## src/rtl/seq_det_pkg.sv

```systemverilog
// Shared types and constants for the sequence-detector core: FSM state encoding
// and default maximal-length tap masks for common LFSR widths.
package seq_det_pkg;

    typedef enum logic [1:0] {
        IDLE = 2'd0,
        FILL = 2'd1,
        RUN  = 2'd2
    } state_t;

    localparam logic [3:0]  TAPS_4  = 4'hC;
    localparam logic [7:0]  TAPS_8  = 8'hB8;
    localparam logic [15:0] TAPS_16 = 16'hB400;
    localparam logic [20:0] TAPS_21 = 21'h140000;

endpackage

```

## src/rtl/seq_detector_gen_lfsr_gen.sv

```systemverilog
// Fibonacci LFSR bit source: shift-left register with tap-mask XOR feedback,
// zero-seed substitution and a flag that the next state closes the period.
module lfsr_gen
    import seq_det_pkg::*;
#(
    parameter int                LFSR_W = 21,
    parameter logic [LFSR_W-1:0] TAPS   = LFSR_W'(TAPS_21)
) (
    input  logic              clk,
    input  logic              rst,
    input  logic              load,
    input  logic              advance,
    input  logic [LFSR_W-1:0] seed,
    output logic              msb,
    output logic              period_end
);

    logic [LFSR_W-1:0] lfsr;
    logic [LFSR_W-1:0] start;
    logic [LFSR_W-1:0] lfsr_next;
    logic [LFSR_W-1:0] seed_eff;

    // An all-zero state would lock the register up, so it is never loaded.
    assign seed_eff   = (seed == '0) ? LFSR_W'(1) : seed;
    assign lfsr_next  = {lfsr[LFSR_W-2:0], ^(lfsr & TAPS)};
    assign period_end = (lfsr_next == start);
    assign msb        = lfsr[LFSR_W-1];

    // NOTE: sequential state is assigned with <= so every register samples pre-edge values.
    always_ff @(posedge clk) begin
        if (rst) begin
            lfsr  <= LFSR_W'(1);
            start <= LFSR_W'(1);
        end else if (load) begin
            lfsr  <= seed_eff;
            start <= seed_eff;
        end else if (advance) begin
            lfsr <= lfsr_next;
        end
    end

endmodule

```

## src/rtl/seq_detector_gen.sv

```systemverilog
// Sequence-detector core: prescaled LFSR stepping, pattern history and fill FSM,
// match/period pulses. Define SEQ_DET_MATCH_CNT_EN to build the match counter.
module seq_detector_gen
    import seq_det_pkg::*;
#(
    parameter int                LFSR_W   = 21,
    parameter logic [LFSR_W-1:0] TAPS     = LFSR_W'(TAPS_21),
    parameter int                PAT_W    = 12,
    parameter int                CNT_W    = 9,
    parameter int                PRESCALE = 2500
) (
    input  logic              clk,
    input  logic              rst,
    input  logic              en,
    input  logic              seed_load,
    input  logic [LFSR_W-1:0] seed,
    input  logic [PAT_W-1:0]  pattern,
    input  logic              overlap,
    output logic              step,
    output logic              lfsr_msb,
    output logic              seq_detected,
    output logic              max_tick,
    output logic [CNT_W-1:0]  match_count
);

    localparam int PRE_W  = (PRESCALE > 1) ? $clog2(PRESCALE) : 1;
    localparam int FILL_W = $clog2(PAT_W + 1);
    localparam logic [PRE_W-1:0]  PRE_LAST  = PRE_W'(PRESCALE - 1);
    localparam logic [FILL_W-1:0] FILL_FULL = FILL_W'(PAT_W);

    logic [PRE_W-1:0]  pre_cnt;
    logic [PAT_W-1:0]  history;
    logic [PAT_W-1:0]  history_next;
    logic [FILL_W-1:0] fill;
    logic [FILL_W-1:0] fill_inc;
    logic              wrap;
    logic              match;
    logic              period_end;
    state_t            state;
    state_t            state_next;

    // wrap is the internal step strobe; the visible step pulse lags it by one edge.
    assign wrap         = en && (pre_cnt == PRE_LAST);
    assign history_next = {history[PAT_W-2:0], lfsr_msb};
    assign fill_inc     = (fill == FILL_FULL) ? fill : fill + FILL_W'(1);
    assign match        = (fill_inc == FILL_FULL) && (history_next == pattern);

    lfsr_gen #(
        .LFSR_W (LFSR_W),
        .TAPS   (TAPS)
    ) u_lfsr (
        .clk        (clk),
        .rst        (rst),
        .load       (seed_load),
        .advance    (wrap),
        .seed       (seed),
        .msb        (lfsr_msb),
        .period_end (period_end)
    );

    always_ff @(posedge clk) begin
        if (rst || seed_load) begin
            pre_cnt      <= '0;
            history      <= '0;
            fill         <= '0;
            step         <= 1'b0;
            seq_detected <= 1'b0;
            max_tick     <= 1'b0;
        end else begin
            step         <= wrap;
            seq_detected <= wrap && match;
            max_tick     <= wrap && period_end;
            if (en) begin
                pre_cnt <= wrap ? '0 : pre_cnt + PRE_W'(1);
            end
            if (wrap) begin
                history <= history_next;
                fill    <= (match && !overlap) ? '0 : fill_inc;
            end
        end
    end

    always_ff @(posedge clk) begin
        if (rst || seed_load) begin
            state <= IDLE;
        end else begin
            state <= state_next;
        end
    end

    // NOTE: next-state gets a default before the case so no path infers a latch.
    always_comb begin
        state_next = state;
        case (state)
            IDLE: if (en) state_next = FILL;
            FILL: if (wrap && fill_inc == FILL_FULL && !(match && !overlap)) state_next = RUN;
            RUN:  if (wrap && match && !overlap) state_next = FILL;
            default: state_next = IDLE;
        endcase
    end

`ifdef SEQ_DET_MATCH_CNT_EN
    logic [CNT_W-1:0] cnt;

    always_ff @(posedge clk) begin
        if (rst || seed_load) begin
            cnt <= '0;
        end else if (wrap && period_end) begin
            cnt <= match ? CNT_W'(1) : '0;
        end else if (wrap && match && cnt != '1) begin
            cnt <= cnt + CNT_W'(1);
        end
    end

    assign match_count = cnt;
`else
    assign match_count = '0;
`endif

endmodule

```

## config.mk

```make
export PLATFORM = sky130hd
export DESIGN_NAME = seq_detector_gen
export DESIGN_NICKNAME = d
export VERILOG_FILES = /design/src/rtl/seq_det_pkg.sv /design/src/rtl/seq_detector_gen_lfsr_gen.sv /design/src/rtl/seq_detector_gen.sv
export SDC_FILE = /design/constraint.sdc
export NUM_CORES = 1
export LEC_CHECK = 0
export CORE_ASPECT_RATIO = 0.5
export CORE_MARGIN = 4
export CORE_UTILIZATION = 50
export DETAILED_ROUTE_END_ITERATION = 10
export DONT_BUFFER_PORTS = 1
export PLACE_DENSITY = 0.73
export SLEW_MARGIN = 30
export SYNTH_ARGS = -nofsm -noshare
export SYNTH_HDL_FRONTEND = slang
export SYNTH_SLANG_ARGS = --single-unit
```

## constraint.sdc

```tcl
create_clock -name clk -period 2 [get_ports clk]
set_clock_uncertainty 0.15 [all_clocks]
set_input_delay 0.1 -clock clk [delete_from_list [all_inputs] [get_ports clk]]
set_output_delay 0.1 -clock clk [all_outputs]
set_load 0.05 [all_outputs]
```

# ---- After elaboration in Yosys (flattened, before gate mapping)
# Index checks and enable logic that the tools add are counted.
dict set report word_totals {
  output_inout_bits 13
  in_bits 38
  word_cells 31
  reg_bits 72
}
dict set report op_classes {
  n_reduce_logical 10
  n_eq_ne 5
  mux 6
  addsub 2
}
# operator n
set op_table {}
lappend op_table {{$mux W21} 3}
lappend op_table {{$eq A21 B21 Y1} 1}
lappend op_table {{$logic_not A21 Y1} 1}
lappend op_table {{$reduce_xor A21 Y1} 1}
lappend op_table {{$add A12 B1 Y12 const B} 1}
lappend op_table {{$eq A12 B12 Y1} 1}
lappend op_table {{$eq A12 B12 Y1 const B} 1}
lappend op_table {{$mux W12} 1}
lappend op_table {{$eq A4 B4 Y1 const B} 2}
lappend op_table {{$mux W4} 2}
lappend op_table {{$logic_and A1 B1 Y1} 5}
lappend op_table {{$add A4 B1 Y4 const B} 1}
lappend op_table {{$reduce_bool A2 Y1} 1}
lappend op_table {{$logic_not A1 Y1} 1}
lappend op_table {{$logic_or A1 B1 Y1} 1}

# ---- Logic depth before layout (Yosys ltp)
dict set report depth {
  word_depth 6
  ltp_mapped 8
  depth_no_buf 7
}

# ---- By module
# Synthesis repeated with hierarchy kept, for this count alone.
dict set report hier_totals {
  cells_unflattened 396
  area_unflattened_um2 3472.1
}
# module instances cells_each seq_area_each_um2 area_per_inst_um2
set by_module_without_submodules {}
lappend by_module_without_submodules {lfsr_gen 1 220 840.8 1978.1}
lappend by_module_without_submodules {seq_detector_gen 1 176 600.6 1493.9}

# ---- Worst setup path before layout
# Ideal clock, no wire load.
dict set report synth_timing {
  path_kind {register to register}
  from {register fill[0]}
  to {register fill[3]}
  t_arrival_ns 1.856
  setup_time_ns 0.121
  t_required_ns 1.729
  stages_incl_launch_ff 8
  path_slack_ns -0.127
  n_path_buf 0
  synth_period_minus_slack_ns 2.127
  path_cell_list {dfxtp_1 inv_1 ha_1 or4b_2 o21ai_0 a31oi_1 nor4_1 o21ai_1}
}
dict set report synth_via {
  elab_chain_cells 6
  elab_cells_between_ends 7
  cone_classes {1 x add/sub; 2 x eq/ne; 2 x mux; 2 x reduce/logical}
}
# item line_no
set synth_rtl {}
lappend synth_rtl {{from (decl)} seq_detector_gen.sv:34} ;# logic [FILL_W-1:0] fill;
lappend synth_rtl {{from (signal assigned)} seq_detector_gen.sv:78} ;# fill <= (match && !overlap) ? '0 : fill_inc;
lappend synth_rtl {{$add A4 B1 Y4 / $eq A4 B4 Y1 (equally long branches)} seq_detector_gen.sv:45} ;# assign fill_inc = (fill == FILL_FULL) ? fill : fill + FILL_W'(1);
lappend synth_rtl {{$mux W4 (*)} seq_detector_gen.sv:45}
lappend synth_rtl {{$eq A4 B4 Y1} n/a}
lappend synth_rtl {{$logic_and A1 B1 Y1} seq_detector_gen.sv:46} ;# assign match = (fill_inc == FILL_FULL) && (history_next == pattern);
lappend synth_rtl {{$logic_and A1 B1 Y1} n/a}
lappend synth_rtl {{$mux W4 (*)} seq_detector_gen.sv:78}
# Mark *: on every way between the ends. The rest lies on a longest branch, timed or not.
# A chain may end at the register's enable or synchronous reset.

# ---- Final worst setup path
dict set report layout_timing {
  from {register pre_cnt[10]}
  to {register u_lfsr.lfsr[14]}
}
dict set report layout_via {
  elab_chain_cells 3
}
# item line_no
set layout_rtl {}
lappend layout_rtl {{from (decl)} seq_detector_gen.sv:31} ;# logic [PRE_W-1:0] pre_cnt;
lappend layout_rtl {{from (signal assigned)} seq_detector_gen.sv:74} ;# pre_cnt <= wrap ? '0 : pre_cnt + PRE_W'(1);
lappend layout_rtl {{$eq A12 B12 Y1} seq_detector_gen.sv:43} ;# assign wrap = en && (pre_cnt == PRE_LAST);
lappend layout_rtl {{$logic_and A1 B1 Y1} seq_detector_gen.sv:43}
lappend layout_rtl {{$reduce_bool A2 Y1 (no source line)} n/a}
lappend layout_rtl {{to (signal assigned)} seq_detector_gen_lfsr_gen.sv:38} ;# lfsr <= lfsr_next;
lappend layout_rtl {{to (decl)} seq_detector_gen_lfsr_gen.sv:18} ;# logic [LFSR_W-1:0] lfsr;
# Every way passes these cells.

==> metrics.yaml <==
status: "complete, but fails checks"
violations: "negative hold slack, negative setup slack"
arrival_ns: 2.21
ant_nets: 0
worst_pin_slew_ns: 0.491
peakVddDrop_uv: 390
max_freq_mhz: 476
cts-hold-fix-buffers: 31
hold_ws_ns: -0.311
r2r_cells: 6
num_vias: 2876
final_nets: 489
p_per_area_mw_per_mm2: 808
grt_pass1_wl_um: 13300
grt_pass1_vias: 2847
ys_warn_count: 0
finalWorstSetupSlack_ns: -0.102
n_antenna_cell: 0
stdcell_count: 545
relSlewSlack: 0.668
yosys-top-cells-area: "dfxtp_1 (42%), xor2_1 (7.6%), nand2_1 (6.4%), a21oi_1 (5.5%), mux2i_1 (4.9%)"
grt_max_degree: 66
critPathBufInv: 1
pre_cts_slack_ns: -0.0798
chipHeight_um: 66.7
clk_latency_ns: 0.33
die_x_um: 125
slowest_delay_ns: 0.56
end_kind: "flop"
fin_crit_ns: 2.10
critPathKind: "flop to flop"
netlist_instances: 405
syn_area_per_cell_sq_um: 8.50
numCtsBuffers: 9
grt_overflow_total: 0
slowest_stage: "or4b_4"
io_pins: 51
ys_seq_area_frac: 0.419
wl_per_cell_um: 14.8
cts.clk_slew.worst_paths_ns: 0.06
multi_input_area_sq_mm: 0.00194
place.gp.congestion: 0.862
whs_path_depth: 1
layout-drive-gt1-share: 0.159
start_util: 0.516
dp_hpwl_um: 5030
rsz0062_at_grt: "true"
yosys_most_used_dff: "dfxtp_1"
hold_class: "primary input to flop"
synthTopCellsByCount: "dfxtp_1 (72), nand2_1 (59), a21oi_1 (38)"
cp-start-kind: "flop"
regArea_sq_mm: 0.00145
crit_family: "simple AND/OR/NAND/NOR gates"
fin_crit_sh: 1.05
reg2reg_to: "u_lfsr.lfsr[14]"
num_rows: 21
fin_area_sq_mm: 0.00440
antenna_found_initial: 0
critPathRequiredTime_ns: 2.11
async_flop_share: 0
place_area_sq_mm: 0.00361
yosysTopAreaCell: "dfxtp_1"
drc_errors: 0
root_buffer: "clkbuf_16"
firstDrtPassIters: 4
worstReg2RegStart: "pre_cnt[10]"
synth_seq_cells: 72
p_leak_uw: 0.00181
drtIter0Drc: 223
h-tree-depth: 3
worst-path-max-fanout: 12
ff2ff_setup_slack_ns: -0.10
cts_tree: "built"
finalWirelength_um: 8080
cap_violations: 0
finalSetupViolCount: 32
synth_edf_count: 0
nFillCells: 514
dieArea_sq_mm: 0.00836
cts.sinks: 72
synth.most_common_cell: "dfxtp_1"
fp.coreArea_sq_mm: 0.00667
areaGrowthSynthToFinish_pct: 27.8
holdPathEnd: "u_lfsr.lfsr[8]"
final_util: 0.659
drv_slew: 0
synth_top_area_frac: 0.419
netlist_area_sq_mm: 0.00344
p_total_uw: 3550
yosysUniqueCellTypes: 39
hold_start: "rst"
cts_buffer_depth: 2
io_buffers: 0
place_inst: 497
viasPerCell: 5.28
crit_chain: "or4b_4 > or3_4 > buf_12 > mux2i_1 > o21a_1 > nor2_1"
grt_util_all_layers: 0.200
hold_violations: 21
## cell type report
type | instances | area share
multi-input cells | 306 | 0.442
well taps | 92 | 0.0262
repair buffers | 55 | 0.124
clock buffers | 12 | 0.0583
clock inverters | 4 | 0.0174
flip-flops and latches | 72 | 0.329
inverters | 4 | 0.00341
## logic make-up (layout without fill, tap and decap cells)
kind of cell               count (synthesis)  in the layout  share of synthesized area
DFF                                       72             72                      0.419
muxes                                     18             18                     0.0527
buffers and inverters                     35             75                     0.0556
other                                      1              9                    0.00109
adders and majority gates                  3              3                     0.0109
and+or+nand+nor                          162            162                      0.227
xor gates and xnor gates                  45             45                      0.115
AOI/OAI and AO/OA                         69             69                      0.119
## per-layer routing
metal  global-route usage  share of wire  vias up
li1                     -              -     1436
met1                0.237           0.46     1351
met2                0.336           0.46       71
met3               0.0689          0.060       18
met4               0.0824          0.022        0
met5                    0              0        -
## flip-flops by register name, summed over array words and instances, names as in the netlist
| signal | flops |
|---|---|
| pre_cnt | 12 |
| u_lfsr.start | 21 |
| max_tick | 1 |
| seq_detected | 1 |
| history | 11 |
| u_lfsr.lfsr | 21 |
| fill | 4 |
| step | 1 |
## stage by stage
step | setup TNS [ns] | hold WS (ns)
2_1_floorplan | -0.810 | 0.106
3_3_place_gp | -0.781 | 0.0240
3_5_place_dp | -1.52 | 0.0255
4_1_cts | -1.07 | -0.323
5_1_grt | -3.60 | -0.335
6_report | -1.89 | -0.311
## power by group
group / total (uW) / switching [uW] / internal, uW
Sequential: 1530 / 43.0 / 1480
Combinational: 273 / 137 / 135
Clock: 1750 / 591 / 1160
## how the worst max path moves through the flow
stage	from	to	cells past startpoint
after global placement	pre_cnt[10]	u_lfsr.lfsr[4]	6
after floorplan	pre_cnt[10]	u_lfsr.lfsr[11]	7
final	pre_cnt[10]	u_lfsr.lfsr[14]	6
after global routing	pre_cnt[10]	u_lfsr.lfsr[14]	6
after detailed placement	pre_cnt[10]	u_lfsr.lfsr[4]	6
after CTS	pre_cnt[3]	u_lfsr.lfsr[7]	6
## cell usage in the layout, fill, tap and decap left out, types with 2 or more instances in the layout
cell type / synthesis / routed
a31oi_1: 3 / 3
nand2_2: 1 / 12
ha_1: 3 / 2
dlygate4sd3_1: 0 / 31
inv_1: 4 / 3
o21ai_1: 1 / 3
clkbuf_16: 0 / 9
xor2_1: 30 / 30
a21oi_2: 0 / 4
or4b_4: 1 / 3
dfxtp_1: 72 / 68
clkbuf_8: 0 / 2
buf_4: 9 / 17
bufinv_16: 0 / 2
conb_1: 1 / 9
a21o_1: 4 / 4
nand2b_1: 23 / 23
nor2_1: 34 / 34
o21a_1: 16 / 16
dfxtp_2: 0 / 4
nand3_1: 9 / 9
buf_12: 0 / 3
nor3_1: 5 / 4
a21oi_1: 38 / 34
and3_1: 2 / 2
buf_6: 3 / 3
nand4_1: 9 / 9
xnor2_1: 15 / 14
nor4_1: 11 / 10
nand2_1: 59 / 47
mux2i_1: 17 / 16
## timing repair
item                                    in CTS  in global routing
endpoints found under the hold margin       57                 21
pin swaps                                    4                  7
gates cloned                                 0                  0
endpoints found under the setup margin      45                 47
buffers inserted                             1                  0
resized for setup                           12                 28
Power figures use the tool's default switching activity.
